`src/rtl/alu_pkg.sv`:
```
`default_nettype none
// ============================================================================
// Module   : alu_pkg
// Purpose  : Shared types for the handshaked accumulator ALU.
//            - alu_op_t    : 4-bit opcode encoding
//            - state_t     : sequencer states (idle / multiply in flight)
//            - alu_flags_t : packed C/Z/N/V flag register
// Ports    : none (package)
// Revision : 1.0 - initial release
// ============================================================================
package alu_pkg;

  typedef enum logic [3:0] {
    OP_ADD   = 4'd0,
    OP_SUB   = 4'd1,
    OP_AND   = 4'd2,
    OP_OR    = 4'd3,
    OP_XOR   = 4'd4,
    OP_SHL   = 4'd5,
    OP_SHR   = 4'd6,
    OP_PASSA = 4'd7,
    OP_MUL   = 4'd8
  } alu_op_t;

  typedef enum logic [0:0] {
    ST_IDLE = 1'b0,
    ST_MUL  = 1'b1
  } state_t;

  typedef struct packed {
    logic c;
    logic z;
    logic n;
    logic v;
  } alu_flags_t;

endpackage
`default_nettype wire

```
`src/rtl/alu_mul_seq.sv`:
```
`default_nettype none
// ============================================================================
// Module   : alu_mul_seq
// Purpose  : Unsigned sequential shift-add multiplier, one partial product
//            per clock.  A start pulse loads the operands; done is high in
//            the cycle where prod holds the full 2*WIDTH-bit product.
// Ports    : clk   in  1          clock, rising edge
//            rst   in  1          asynchronous active-low reset (aborts)
//            start in  1          load a/b and begin
//            a, b  in  WIDTH      multiplicand / multiplier
//            done  out 1          prod valid this cycle
//            prod  out 2*WIDTH    product
// Revision : 1.0 - initial release
// ============================================================================
module alu_mul_seq #(
  parameter int WIDTH = 8
) (
  input  logic                 clk,
  input  logic                 rst,
  input  logic                 start,
  input  logic [WIDTH-1:0]     a,
  input  logic [WIDTH-1:0]     b,
  output logic                 done,
  output logic [2*WIDTH-1:0]   prod
);

  localparam int                c_cnt_w = $clog2(WIDTH + 1);
  localparam logic [c_cnt_w-1:0] c_iters = c_cnt_w'(WIDTH);
  localparam logic [c_cnt_w-1:0] c_last  = c_cnt_w'(1);

  logic [2*WIDTH-1:0] r_mcand;
  logic [WIDTH-1:0]   r_mplier;
  logic [2*WIDTH-1:0] r_acc;
  logic [c_cnt_w-1:0] r_cnt;
  logic               r_run;
  logic [2*WIDTH-1:0] w_acc_next;

  assign w_acc_next = r_acc + (r_mplier[0] ? r_mcand : '0);

  // The final partial product is added combinationally on the last cycle,
  // so the product is presented exactly WIDTH cycles after start.
  assign done = r_run && (r_cnt == c_last);
  assign prod = w_acc_next;

  always_ff @(posedge clk or negedge rst) begin
    if (!rst) begin
      r_mcand  <= '0;
      r_mplier <= '0;
      r_acc    <= '0;
      r_cnt    <= '0;
      r_run    <= 1'b0;
    end else if (start) begin
      r_mcand  <= {{WIDTH{1'b0}}, a};
      r_mplier <= b;
      r_acc    <= '0;
      r_cnt    <= c_iters;
      r_run    <= 1'b1;
    end else if (r_run) begin
      r_acc    <= w_acc_next;
      r_mcand  <= r_mcand << 1;
      r_mplier <= r_mplier >> 1;
      r_cnt    <= r_cnt - c_last;
      if (r_cnt == c_last) begin
        r_run <= 1'b0;
      end
    end
  end

endmodule
`default_nettype wire

```
`src/rtl/alu_unit.sv`:
```
`default_nettype none
// ============================================================================
// Module   : alu_unit
// Purpose  : Handshaked accumulator ALU with registered result and C/Z/N/V
//            flags.  Single-cycle logic/arith ops; optional multi-cycle MUL.
// Ports    : clk, rst               clock / async active-low reset
//            in_valid, in_ready     request handshake
//            op[3:0], fi            opcode, flag-update enable
//            a, b [WIDTH]           operands
//            out_valid, out_ready   result handshake
//            out [WIDTH]            registered result
//            carry, zero, neg, ovf  registered flags
//            busy                   multiply in progress
// Revision : 1.0 - initial release
// ============================================================================
module alu_unit #(
  parameter int WIDTH  = 8,
  parameter bit MUL_EN = 1'b1
) (
  input  logic             clk,
  input  logic             rst,
  input  logic             in_valid,
  output logic             in_ready,
  input  logic [3:0]       op,
  input  logic             fi,
  input  logic [WIDTH-1:0] a,
  input  logic [WIDTH-1:0] b,
  output logic             out_valid,
  input  logic             out_ready,
  output logic [WIDTH-1:0] out,
  output logic             carry,
  output logic             zero,
  output logic             neg,
  output logic             ovf,
  output logic             busy
);

  import alu_pkg::*;

  localparam int c_shw = $clog2(WIDTH);

  state_t             r_state;
  state_t             w_state_next;
  logic [WIDTH-1:0]   r_out;
  logic               r_out_valid;
  alu_flags_t         r_flags;
  logic               r_mul_fi;

  logic               w_accept;
  logic               w_mul_start;
  logic               w_mul_done;
  logic [2*WIDTH-1:0] w_prod;

  logic [WIDTH:0]     w_sum;
  logic [WIDTH:0]     w_diff;
  logic [WIDTH:0]     w_shl;
  logic [WIDTH:0]     w_shr;
  logic [c_shw-1:0]   w_sh;
  logic [WIDTH-1:0]   w_res;
  logic               w_c;
  logic               w_v;
  logic               w_legal;

  function automatic alu_flags_t calc_flags(input logic [WIDTH-1:0] res,
                                            input logic c, input logic v);
    alu_flags_t f;
    f.c = c;
    f.z = (res == '0);
    f.n = res[WIDTH-1];
    f.v = v;
    return f;
  endfunction

  assign in_ready    = rst && (r_state == ST_IDLE) && (!r_out_valid || out_ready);
  assign w_accept    = in_valid && in_ready;
  assign w_mul_start = w_accept && (op == OP_MUL) && MUL_EN;
  assign busy        = (r_state == ST_MUL);

  // Widened datapaths: the extra MSB of sum/diff/shl is carry/borrow/last
  // bit out; for SHR a zero is appended below the LSB to catch the last bit.
  assign w_sh   = b[c_shw-1:0];
  assign w_sum  = {1'b0, a} + {1'b0, b};
  assign w_diff = {1'b0, a} - {1'b0, b};
  assign w_shl  = {1'b0, a} << w_sh;
  assign w_shr  = {a, 1'b0} >> w_sh;

  always_comb begin
    w_res   = '0;
    w_c     = 1'b0;
    w_v     = 1'b0;
    w_legal = 1'b1;
    case (op)
      OP_ADD: begin
        w_res = w_sum[WIDTH-1:0];
        w_c   = w_sum[WIDTH];
        w_v   = (a[WIDTH-1] == b[WIDTH-1]) && (w_sum[WIDTH-1] != a[WIDTH-1]);
      end
      OP_SUB: begin
        w_res = w_diff[WIDTH-1:0];
        w_c   = w_diff[WIDTH];
        w_v   = (a[WIDTH-1] != b[WIDTH-1]) && (w_diff[WIDTH-1] != a[WIDTH-1]);
      end
      OP_AND:   w_res = a & b;
      OP_OR:    w_res = a | b;
      OP_XOR:   w_res = a ^ b;
      OP_SHL: begin
        w_res = w_shl[WIDTH-1:0];
        w_c   = w_shl[WIDTH];
      end
      OP_SHR: begin
        w_res = w_shr[WIDTH:1];
        w_c   = w_shr[0];
      end
      OP_PASSA: w_res = a;
      // MUL takes the sequencer path when present; otherwise it is illegal.
      default:  w_legal = 1'b0;
    endcase
  end

  generate
    if (MUL_EN) begin : g_mul
      alu_mul_seq #(.WIDTH(WIDTH)) u_mul (
        .clk   (clk),
        .rst   (rst),
        .start (w_mul_start),
        .a     (a),
        .b     (b),
        .done  (w_mul_done),
        .prod  (w_prod)
      );
    end else begin : g_no_mul
      assign w_mul_done = 1'b0;
      assign w_prod     = '0;
    end
  endgenerate

  always_comb begin
    w_state_next = r_state;
    case (r_state)
      ST_IDLE: if (w_mul_start) w_state_next = ST_MUL;
      ST_MUL:  if (w_mul_done)  w_state_next = ST_IDLE;
      default: w_state_next = ST_IDLE;
    endcase
  end

  always_ff @(posedge clk or negedge rst) begin
    if (!rst) begin
      r_state <= ST_IDLE;
    end else begin
      r_state <= w_state_next;
    end
  end

  always_ff @(posedge clk or negedge rst) begin
    if (!rst) begin
      r_out       <= '0;
      r_out_valid <= 1'b0;
      r_flags     <= '0;
      r_mul_fi    <= 1'b0;
    end else begin
      if (w_mul_start) begin
        r_mul_fi <= fi;
      end
      if (w_accept && !w_mul_start) begin
        r_out       <= w_legal ? w_res : '0;
        r_out_valid <= 1'b1;
        if (w_legal && fi) begin
          r_flags <= calc_flags(w_res, w_c, w_v);
        end
      end else if (w_mul_done) begin
        r_out       <= w_prod[WIDTH-1:0];
        r_out_valid <= 1'b1;
        if (r_mul_fi) begin
          r_flags <= calc_flags(w_prod[WIDTH-1:0], |w_prod[2*WIDTH-1:WIDTH], 1'b0);
        end
      end else if (out_ready) begin
        r_out_valid <= 1'b0;
      end
    end
  end

  assign out       = r_out;
  assign out_valid = r_out_valid;
  assign carry     = r_flags.c;
  assign zero      = r_flags.z;
  assign neg       = r_flags.n;
  assign ovf       = r_flags.v;

endmodule
`default_nettype wire

```
`config.mk`:
```
export PLATFORM = sky130hd
export DESIGN_NAME = alu_unit
export DESIGN_NICKNAME = d
export VERILOG_FILES = /design/src/rtl/alu_pkg.sv /design/src/rtl/alu_mul_seq.sv /design/src/rtl/alu_unit.sv
export SDC_FILE = /design/constraint.sdc
export NUM_CORES = 1
export LEC_CHECK = 0
export CAP_MARGIN = 20
export CORE_AREA = 2 2 130 132
export DETAILED_ROUTE_END_ITERATION = 8
export DIE_AREA = 0 0 132 134
export GPL_TIMING_DRIVEN = 0
export SLEW_MARGIN = 20
export SYNTH_ARGS = -nofsm -noshare
export SYNTH_HDL_FRONTEND = slang
export SYNTH_HIERARCHICAL = 1
export SYNTH_SLANG_ARGS = --single-unit
```
`constraint.sdc`:
```
create_clock -name clk -period 4.8 [get_ports clk]
set_input_delay 1.44 -clock clk [delete_from_list [all_inputs] [get_ports clk]]
set_output_delay 1.44 -clock clk [all_outputs]
set_load 0.01 [all_outputs]
```
======== Yosys cells after proc, flatten, opt, wreduce, memory -nomap -nowiden ========
Index checks and enable logic that the tools add are counted.
storage, ports and cells
  bits in registers ....................... 60
  input port bits ......................... 25
  output and inout bits ................... 15
  logic and storage cells ................. 88
cells by class
  $add $sub $neg .......................... 4
  equal/unequal tests ..................... 14
  shift operators ......................... 2
  multiplexer cells ....................... 29
  bitwise gates (word level) .............. 4
  reduce and logical (&&, ||, !) cells .... 22
operators with widths
  kind                  number
  $mux W16              5
  $pmux W8 S8           1
  $mux W8               5
  $mux W4               6
  $add A16 B16 Y16      1
  $eq A4 B3 Y1 const B  4
  $logic_not A8 Y1      2
  $reduce_or A8 Y1      2
  $add A8 B8 Y9         1
  $logic_and A1 B1 Y1   9
  $mux W1               9
  $shl A8 B3 Y9         1
  $shr A9 B3 Y9         1
  $sub A8 B8 Y9         1
  $and A8 B8 Y8         1
  $eq A4 B1 Y1 const B  2
  $eq A4 B2 Y1 const B  2
  $or A8 B8 Y8          1
  $xor A8 B8 Y8         1
  $reduce_bool A2 Y1    3
  $eq A4 B4 Y1 const B  1
  $logic_not A4 Y1      1
  $pmux W1 S2           2
  $pmux W1 S4           1
  other kinds (9)       12

======== Logic depth before layout (Yosys ltp) ========
Gate-level depths: netlist of the first run.
  depth in word-level cells ............... 9
  mapped depth ............................ 15
  mapped depth without buffers ............ 14

======== Cells and area by module ========
The synthesis of the first run kept the hierarchy.
by module, submodules not included
  module       times used  cells an instance  area an instance (um^2)  sequential area each (um^2)
  alu_mul_seq  1           311                2930.3                   1126.1
  alu_unit     1           355                2662.6                   375.4

======== Worst setup path after synthesis of the first run ========
OpenSTA, ideal clock, no wires.
  path type ............................... input-to-reg
  start ................................... in b[1]
  end ..................................... reg r_flags (netlist bit neg)
  library setup time ...................... 0.147 ns
  data arrival time ....................... 3.437 ns
  required time ........................... 4.653 ns
  setup slack ............................. 1.216 ns
  cell stages on the path ................. 11
  path buffers ............................ 2
  cell sequence ........................... buf_2 -> buf_1 -> inv_1 -> ha_1 -> nor3_1 -> o31ai_1 -> a211oi_1 -> nor2_1 -> o21a_1 -> nor3_1 -> a31oi_1
on the way
  word-level cells in the longest chain between the ends .. 4
  elaborated cells between the ends (all ways) .. 7
  those cells by class .................... add/sub (2); shift (2); mux (3)
ends and longest elaborated chain
  item                                   RTL line         source
  start: declaration                     alu_unit.sv:27   input logic [WIDTH-1:0] b,
  $sub A8 B8 Y9 (tied with other cells)  alu_unit.sv:83   assign w_diff = {1'b0, a} - {1'b0, b};
  $pmux W8 S8 (*)                        alu_unit.sv:92   case (op)
  $mux W4 (*)                            alu_unit.sv:167  if (w_legal && fi) begin
  $mux W4 (*)                            alu_unit.sv:164  if (w_accept && !w_mul_start) begin
  end signal: assignment                 alu_unit.sv:168  r_flags <= calc_flags(w_res, w_c, w_v);
  end signal: assignment                 alu_unit.sv:174  r_flags <= calc_flags(w_prod[WIDTH-1:0], |w_prod[2*WIDTH-1:WIDTH], 1'b0);
  end: declaration                       alu_unit.sv:46   alu_flags_t r_flags;
Mark *: on every way between the ends. The rest lies on a longest branch, timed or not. The select of a mux whose other input is x is not followed.
A chain may end at the register's enable or synchronous reset.

======== Worst setup path after layout of the first run ========
  start ................................... in rst
  end ..................................... out in_ready
on the way
  word-level cells in the longest chain between the ends .. 2
ends and longest elaborated chain
  item                              RTL line        source
  start: declaration                alu_unit.sv:21  input logic rst,
  $logic_and A1 B1 Y1 (2 in a row)  alu_unit.sv:74  assign in_ready = rst && (r_state == ST_IDLE) && (!r_out_valid || out_ready);
  end: declaration                  alu_unit.sv:23  output logic in_ready,
No other way between the ends.

==> results of run 1 <==
==> power groups by stage <==
stage	registers, mW	clock network (mW)	logic [mW]
2_1_floorplan	0.628	0	0.808
3_3_place_gp	0.638	0	1.06
3_5_place_dp	0.639	0	1.07
4_1_cts	0.631	0.764	1.07
5_1_grt	0.641	0.788	1.21
6_report	0.630	0.753	1.08
==> per-layer routing <==
metal / routed length, µm / up-vias / share of wire, %
met1: 7850 / 2469 / 49
met5: 0 / - / 0
li1: - / 2493 / -
met3: 979 / 16 / 6.1
met2: 7070 / 182 / 44
met4: 243 / 0 / 1.5
==> area by class of cell <==
type                            instances  area, µm²  area share, %
Multi-Input combinational cell        529       3750           56.7
Sequential cell                        60       1500           22.7
Timing Repair Buffer                   39        398           6.02
Tap cell                              220        275           4.17
Clock buffer                           10        239           3.62
Buffer                                 42        218           3.30
Inverter                               34        128           1.93
Clock inverter                          5        100           1.52
==> what timing repair did <==
item,4_1_cts,5_1_grt
setup endpoints to repair,0,3
setup buffers,0,0
resized for setup,0,2
==> state kept, by name (all words and copies together) (netlist names) <==
name                  count
busy                      1
carry                     1
g_mul.u_mul/r_acc        16
g_mul.u_mul/r_cnt         4
g_mul.u_mul/r_mcand      16
g_mul.u_mul/r_mplier      8
g_mul.u_mul/r_run         1
neg                       1
out                       8
out_valid                 1
ovf                       1
r_mul_fi                  1
zero                      1
==> worst max-delay path, stage by stage <==
cell and delay [ps]:
buf_4 270, buf_12 270, nand2b_1 140, nor2_1 200, clkdlybuf4s50_1 580
==> synth_stat cells, drive strengths merged (13+ instances only) <==
master,instances
inv,34
o21ai,46
ha,43
buf,23
mux2i,43
o211ai,13
a21oi,44
and2,19
nor3,13
dfrtp,60
xnor2,16
nand2,65
nor2b,16
nor2,52
clkbuf,20
==> logic make-up (layout without fill, tap and decap cells) <==
logic type	Yosys count	in the layout
compound gates	183	183
xor+xnor	22	22
fa+ha+maj	46	46
buf+inv	77	130
flops	60	60
mux	50	50
simple gates	228	228
==> stage by stage <==
step                setup TNS (ps)  hold WS (ps)  setup slack (ps)  utilization [%]  cell area, µm²
floorplan                        0           455              1220                -            5590
global placement            -71030           476             -1930             38.4            6250
detailed placement            -383           478              -147             38.5            6270
CTS                              0           495               215             40.5            6610
finish                           0           486               398             40.6            6610
global route                     0           529               235             40.6            6610
==> worst min path at each step <==
| stage | depth (start not counted) | endpoint | slack (ps) | start |
|---|---|---|---|---|
| 2_1_floorplan | 2 | g_mul.u_mul/r_acc[14] | 460 | g_mul.u_mul/r_acc[14] |
| 3_3_place_gp | 2 | g_mul.u_mul/r_acc[9] | 480 | g_mul.u_mul/r_acc[9] |
| 3_5_place_dp | 2 | g_mul.u_mul/r_acc[9] | 480 | g_mul.u_mul/r_acc[9] |
| 4_1_cts | 2 | g_mul.u_mul/r_acc[14] | 500 | g_mul.u_mul/r_acc[14] |
| 5_1_grt | 2 | g_mul.u_mul/r_acc[9] | 530 | g_mul.u_mul/r_acc[9] |
| 6_report | 2 | g_mul.u_mul/r_acc[14] | 490 | g_mul.u_mul/r_acc[14] |
==> flow_summary.json, run 1 <==
{
  "worstMarginPinSlew_ps": 814,
  "ys_ff_latch": 60,
  "wl_um": 16100,
  "outcome": "completed",
  "total_power_mw": 2.46,
  "grt_start_max_net_pins": 42,
  "remaining_drc_errors": 0,
  "synth_area_leader_cell": "dfrtp_1",
  "hpwlAfterDp_um": 12400,
  "dp_cells": 925,
  "io_buffers": 38,
  "cts_tree": "built",
  "synth_compound_area_share_pct": 22.0,
  "swShare_pct": 37.6,
  "grt_use_met3_pct": 3.36,
  "maxCapViolCount": 0,
  "synth_top_area_share_pct": 26.8,
  "core_area_um2": 16300,
  "cts-root-buf": "clkbuf_16",
  "p_int_mw": 1.54,
  "synth_fa_ha_area_share_pct": 10.7,
  "synth_warnings": 6,
  "synthSimpleGateAreaFrac_pct": 21.0,
  "route.vias.total": 5160,
  "yosys.area_share.xor_xnor_pct": 3.45,
  "synthFlopType": "dfrtp_1",
  "p_comb_share_pct": 43.9,
  "start_util_pct": 34.3,
  "die_area_um2": 17700,
  "ios": 40,
  "via_per_inst": 5.50,
  "power.density_nw_per_um2": 373,
  "drive_gt1_share_pct": 8.76,
  "mostFrequentLayoutCells": "65 x nand2_1, 60 x dfrtp_1, 52 x nor2_1",
  "first_global_vias": 4983,
  "avgSynthCellArea_um2": 8.40,
  "cts.reportedPaths.clkPinSlew_ps": 50,
  "ant_nets": 0,
  "antenna_found_initial": 0,
  "grt-ovfl-total": 0,
  "hp-class": "reg2reg",
  "finalSetupViolCount": 0,
  "clkSinkCount": 60,
  "reg2reg_slack_ps": 820,
  "met1_usage_pct": 27.5,
  "first_pass_iters": 5,
  "holdBufCountCts": 0,
  "rr_startpoint": "g_mul.u_mul/r_mplier[0]",
  "max_freq_ghz": 0.227,
  "rsz0062_at_grt": "no",
  "synth_edf_count": 0,
  "criticalPathCategory": "in2out",
  "power_switching_mw": 0.925,
  "fin_crit_sh_pct": 91.7,
  "slew_violations": 0,
  "die_y_um": 134,
  "yosysUniqueCellTypes": 75,
  "drt_iter0_drc": 361,
  "fp-row-count": 47,
  "cp-startpoint": "rst",
  "clk_path_buf_depth": 2,
  "htreeDepth": 3,
  "syn-num-nets": 737,
  "worstSetupStartpointType": "primary input",
  "n_fill_cell": 1706,
  "worstRegToRegCells": 15,
  "synthTopCellsByArea": "dfrtp_1 27%, ha_1 9.6%, mux2i_1 7.7%, nand2_1 4.4%, o21ai_0 3.8%",
  "vdd_drop_max_v": 0.000197,
  "slew_headroom_pct": 44.9,
  "critPathCapture": "in_ready",
  "required_ps": 3360,
  "synthArstFlopShare_pct": 100,
  "synthesis.area_um2": 5590,
  "critPathArrivalTime_ps": 2960,
  "grt_usage_pct": 18.9,
  "period_needed_ps": 4400,
  "grtUsageMet2_pct": 28.4,
  "numCtsBuffers": 9,
  "power_frac_seq_pct": 25.6,
  "p_leak_nw": 2.66,
  "area_growth_pct": 18.1,
  "fin_skew_ps": 3.65,
  "insertion_delay_ps": 330,
  "final_common_cell": "nand2_1",
  "r2r_end": "carry",
  "synth_mux_area_share_pct": 9.78,
  "cp-end-kind": "output port",
  "grt_pass1_wl_um": 26700,
  "worstPathMaxFanout": 41,
  "fin_cells": 939,
  "fin_nets": 786,
  "wl_per_cell_um": 17.2,
  "synthCells": 666,
  "synth_top_family_by_area": "compound AO/OA/AOI/OAI gates",
  "num_antenna_cells": 0,
  "gp_congestion": 0.954,
  "busiest_layer": "met2",
  "yosysSeqAreaShare_pct": 26.8,
  "dieWidth_um": 132,
  "p_clk_share_pct": 30.6,
  "hold_violations": 0
}
Note: power is estimated with default switching activity, not from simulation.
==> run 2, diff against run 1 <==
Settings changed: CORE_AREA 2 2 130 132 to 2 2 127 129, DIE_AREA 0 0 132 134 to 0 0 129 131, GPL_ROUTABILITY_DRIVEN set to 0, PLACE_DENSITY_LB_ADDON set to 0.2, SYNTH_HIERARCHICAL 1 to not set.
==> flow_summary.json, run 2 <==
{
  "route.vias.total": 4930,
  "synthTopCellsByArea": "dfrtp_1 28%, ha_1 10%, mux2i_1 8.6%, nor2_1 4.3%, nand2_1 4.1%",
  "htreeDepth": 3,
  "hold_start": "ovf",
  "avgSynthCellArea_um2": 8.60,
  "numCtsBuffers": 9,
  "io_buffers": 39,
  "clk_path_buf_depth": 2,
  "r2r_end": "carry",
  "ys_ff_latch": 60,
  "mostFrequentLayoutCells": "61 x nor2_1, 60 x dfrtp_1, 59 x nand2_1",
  "dieWidth_um": 129,
  "postCtsSetupBuffers": 0,
  "clkSinkCount": 60,
  "grt_start_max_net_pins": 51,
  "p_leak_nw": 2.73,
  "required_ps": 5060,
  "worstRegToRegCells": 10,
  "yosysMostFrequentCell": "nor2_1",
  "antenna_found_initial": 0,
  "reg2reg_slack_ps": 1540,
  "num_antenna_cells": 0,
  "hold_violations": 0,
  "synthCells": 623,
  "max_freq_ghz": 0.217,
  "rr_startpoint": "g_mul.u_mul.r_mplier[0]",
  "cp-end-kind": "flop",
  "worstMarginPinSlew_ps": 884,
  "total_power_mw": 2.61,
  "synth_edf_count": 0,
  "slew_violations": 0,
  "n_fill_cell": 1584,
  "synth_area_leader_cell": "dfrtp_1",
  "drive_gt1_share_pct": 5.60,
  "cts_tree": "built",
  "slew_headroom_pct": 41.1,
  "setup_ws_ps": 187,
  "area_growth_pct": 18.6,
  "synth_top_area_share_pct": 28.0,
  "worstPathMaxFanout": 10,
  "final_area_um2": 6360,
  "grt_usage_pct": 18.9,
  "synthesis.area_um2": 5360,
  "wl_per_cell_um": 17.7,
  "cp-startpoint": "a[2]",
  "fin_skew_ps": 9.30,
  "rsz0062_at_grt": "no",
  "synth_warnings": 0,
  "holdPathStages": 2,
  "dpl-instance-area_um2": 6040,
  "fin_nets": 745,
  "hpwlAfterDp_um": 12200,
  "insertion_delay_ps": 330,
  "min_to": "ovf",
  "die_y_um": 131,
  "top_regs": "g_mul.u_mul.r_acc: 16 flops, g_mul.u_mul.r_mcand: 16 flops",
  "wl_um": 15900,
  "first_global_vias": 4784,
  "grt_pass1_wl_um": 25000,
  "drt_iter0_drc": 461,
  "netlist_top_cells_count": "61 x nor2_1, 60 x dfrtp_1, 59 x nand2_1",
  "yosysUniqueCellTypes": 71,
  "critPathArrivalTime_ps": 4880,
  "vdd_drop_max_v": 0.000194,
  "ios": 40,
  "remaining_drc_errors": 0,
  "period_needed_ps": 4610,
  "fin_crit_sh_pct": 96.1,
  "cts-root-buf": "clkbuf_16",
  "final_common_cell": "nor2_1",
  "maxCapViolCount": 0,
  "die_area_um2": 16900,
  "hold_ws_ps": 511,
  "multi_input_area_um2": 3610,
  "criticalPathCategory": "in2reg",
  "yosysSeqAreaShare_pct": 28.0,
  "syn-num-nets": 694,
  "synthFlopType": "dfrtp_1",
  "grt-ovfl-total": 0,
  "via_per_inst": 5.51,
  "outcome": "completed",
  "finalSetupViolCount": 0,
  "start_util_pct": 34.3,
  "cts.reportedPaths.clkPinSlew_ps": 50,
  "seqCellArea_um2": 1500,
  "synthArstFlopShare_pct": 100,
  "hp-class": "reg2reg",
  "fp-row-count": 46,
  "first_pass_iters": 5,
  "worstSetupStartpointType": "primary input",
  "pre_cts_ws_ps": -312,
  "power.density_nw_per_um2": 410,
  "ant_nets": 0,
  "core_area_um2": 15600
}
[run 2: changes by cell type after synthesis, moves of 6 or more]
cell	delta
o21ai_0	-9
clkbuf_1	+8
nor2_1	+9
a21oi_1	-10
buf_2	-6
nand2_1	-6
nor2b_1	-8
[run 2: area by class of cell]
class | count | share of cell area [%]
well taps | 216 | 4.25
inverters | 30 | 1.77
plain buffers | 37 | 2.48
multi-input cells | 496 | 56.8
repair buffers | 40 | 6.54
clock inverters | 1 | 0.0787
flip-flops and latches | 60 | 23.6
clock buffers | 14 | 4.47
[run 2: power breakdown]
group	switching, mW	internal (mW)	total (mW)	leakage (nW)
registers	0.141	0.715	0.856	0.768
logic	0.632	0.505	1.14	1.82
clock network	0.214	0.401	0.615	0.145
total	0.987	1.62	2.61	2.73
[run 2: stage by stage]
stage | instances | TNS [ps] | utilization [%]
detailed placement | 879 | -655 | 38.7
CTS | 894 | 0 | 40.6
global placement | 878 | -52670 | 38.6
floorplan | 623 | 0 | -
global route | 894 | 0 | 40.8
finish | 894 | 0 | 40.8
[run 2: cell families after synthesis]
| kind of cell | Yosys count | synth area share, % |
|---|---|---|
| multiplexers | 52 | 11.4 |
| AND/OR/NAND/NOR | 209 | 19.0 |
| XOR/XNOR | 22 | 3.60 |
| flip-flops | 60 | 28.0 |
| AO/OA/AOI/OAI | 167 | 21.8 |
| buffers and inverters | 67 | 5.00 |
| adder cells (fa/ha/maj) | 46 | 11.2 |
[run 2: per-layer routing]
metal  vias up  share of wire (%)  track usage (%)
li1       2372                  -                -
met5         -                  0                0
met3        37                5.3             3.83
met4         0                2.6             6.91
met1      2357                 47             25.3
met2       164                 45             30.5
[run 2: timing repair]
action                                  4_1_cts  5_1_grt
endpoints found under the setup margin        0        3
hold buffers                                  0        0
resized for setup                             0        3
hold endpoints to repair                      0        0
[run 2: critical path, stage by stage]
cell             delay, ps
clkdlybuf4s50_1        590
clkbuf_1               450
inv_1                   90
ha_1                   300
buf_2                  170
a211oi_1               360
nor3b_1                160
o31a_1                 290
a221oi_1               400
o211ai_1               210
nor3b_1                230
a31o_1                 160
[run 2: how the worst max path moves through the flow]
stage / to / slack (ps)
after floorplan: neg / 970
after global placement: in_ready / -1580
after detailed placement: neg / -310
after CTS: neg / 20
after global routing: neg / 50
final: zero / 190
==> run 3, diff against run 2 <==
Settings changed: CORE_AREA 2 2 127 129 to 3 3 128 130, DIE_AREA 0 0 129 131 to 0 0 131 133.
==> flow_summary.json, run 3 (synthesis results as in run 2) <==
{
  "max_freq_ghz": 0.217,
  "required_ps": 5010,
  "critPathArrivalTime_ps": 4810,
  "insertion_delay_ps": 330,
  "drive_gt1_share_pct": 6.03,
  "slew_headroom_pct": 46.2,
  "setup_ws_ps": 197,
  "vdd_drop_max_v": 0.000164,
  "dieWidth_um": 131,
  "area_growth_pct": 18.6,
  "grt_usage_pct": 18.8,
  "via_per_inst": 5.46,
  "fin_crit_sh_pct": 95.9,
  "wl_um": 16100,
  "cp-end-kind": "flop",
  "hold_violations": 0,
  "clk_path_buf_depth": 2,
  "worstSetupStartpointType": "primary input",
  "cts_tree": "built",
  "worstRegToRegCells": 11,
  "start_util_pct": 35.1,
  "first_global_vias": 4773,
  "grt_start_max_net_pins": 42,
  "mostFrequentLayoutCells": "61 x nor2_1, 60 x dfrtp_1, 59 x nand2_1",
  "wl_per_cell_um": 18.0,
  "die_y_um": 133,
  "rsz0062_at_grt": "no",
  "io_buffers": 39,
  "reg2reg_slack_ps": 1530,
  "cts.reportedPaths.clkPinSlew_ps": 60,
  "hold_ws_ps": 511,
  "period_needed_ps": 4600,
  "critical-path-top-delay-family": "compound AO/OA/AOI/OAI gates",
  "remaining_drc_errors": 0,
  "criticalPathCategory": "in2reg",
  "crit_path_top_delay_cell": "clkdlybuf4s50_1",
  "crit_buf_inv": 5,
  "die_area_um2": 17400,
  "dpl-instance-area_um2": 6030,
  "met2_length_um": 7430,
  "finalSetupViolCount": 0,
  "power.density_nw_per_um2": 414,
  "wl_met3_um": 740,
  "fin_skew_ps": 3.99,
  "worstPathMaxFanout": 10,
  "clkSinkCount": 60,
  "grt_pass1_wl_um": 25900,
  "htreeDepth": 3,
  "slew_violations": 0,
  "fp-row-count": 45,
  "first_pass_iters": 5,
  "holdPathStages": 2,
  "fin_nets": 746,
  "core_area_um2": 15300,
  "hpwlAfterDp_um": 12500,
  "pre_cts_ws_ps": -354,
  "max_stage_delay_ps": 570,
  "ant_nets": 0,
  "ios": 40,
  "route.vias.total": 4861,
  "top_layer_used": "met4",
  "p_leak_nw": 2.74,
  "outcome": "completed",
  "crit_cells": 13,
  "holdBufCountCts": 0,
  "num_antenna_cells": 0,
  "worstMarginPinSlew_ps": 807,
  "crit_path_frequent_cell": "buf_2",
  "antenna_found_initial": 0,
  "grt-ovfl-total": 0,
  "top_regs": "g_mul.u_mul.r_acc: 16 flops, g_mul.u_mul.r_mcand: 16 flops",
  "final_common_cell": "nor2_1",
  "maxCapViolCount": 0,
  "numCtsBuffers": 9,
  "path_cells": "clkdlybuf4s50_1 -> buf_2 -> buf_2 -> clkbuf_4 -> inv_1 -> ha_1 -> o21bai_1 -> a221o_1 -> o41ai_4 -> o221ai_1 -> a21oi_2 -> nand2_1 -> a22o_1",
  "final_area_um2": 6350,
  "cts-root-buf": "clkbuf_16",
  "drt_iter0_drc": 508,
  "hp-class": "reg2reg",
  "wl_met1_um": 7750,
  "setup_tns_ps": 0
}
-- run 3: path summary, 6_finish.rpt --
kind | from | endpoint
max in group asynchronous | rst | g_mul.u_mul.r_mcand[8]
worst max register to register | g_mul.u_mul.r_mplier[0] | carry
worst min-delay path | g_mul.u_mul.r_mplier[7] | g_mul.u_mul.r_mplier[7]
min in group asynchronous | rst | g_mul.u_mul.r_acc[13]
worst min register to register | g_mul.u_mul.r_mplier[7] | g_mul.u_mul.r_mplier[7]
worst max-delay path | b[1] | neg
-- run 3: repair_timing --
item / CTS / global route
cloned: 0 / 0
endpoints found under the setup margin: 1 / 3
pin swaps: 0 / 1
hold endpoints to repair: 0 / 0
setup buffers: 0 / 1
resized for setup: 1 / 2
-- run 3: layer usage --
metal	vias to the layer above	track usage, %
met5	-	0
li1	2366	-
met2	131	28.9
met3	10	3.07
met4	0	5.14
met1	2354	27.2
-- run 3: worst min-delay path: stages, from the launching register on --
cell and delay (ps):
dfrtp_1 340, nand3_1 60, o21ai_0 70
-- run 3: area by class of cell --
| class | count | area, µm² |
|---|---|---|
| timing repair buffer | 41 | 415 |
| clock buffer | 9 | 225 |
| tap | 211 | 264 |
| multi-input combinational | 496 | 3610 |
| inverter | 30 | 113 |
| fill | 1549 | 8900 |
| buffer | 37 | 158 |
| clock inverter | 7 | 67.6 |
| sequential | 60 | 1500 |
-- run 3: through the flow --
step | utilization, % | power (mW) | std cells
floorplan | - | 1.60 | 623
global placement | 39.4 | 1.96 | 873
detailed placement | 39.5 | 2.00 | 874
CTS | 41.5 | 2.65 | 890
global route | 41.6 | 2.83 | 891
finish | 41.6 | 2.63 | 891
-- run 3: where the power goes --
part | switching (mW) | total, mW | internal, mW
sequential | 0.139 | 0.854 | 0.715
combinational | 0.636 | 1.14 | 0.507
clock | 0.235 | 0.634 | 0.399
total | 1.01 | 2.63 | 1.62
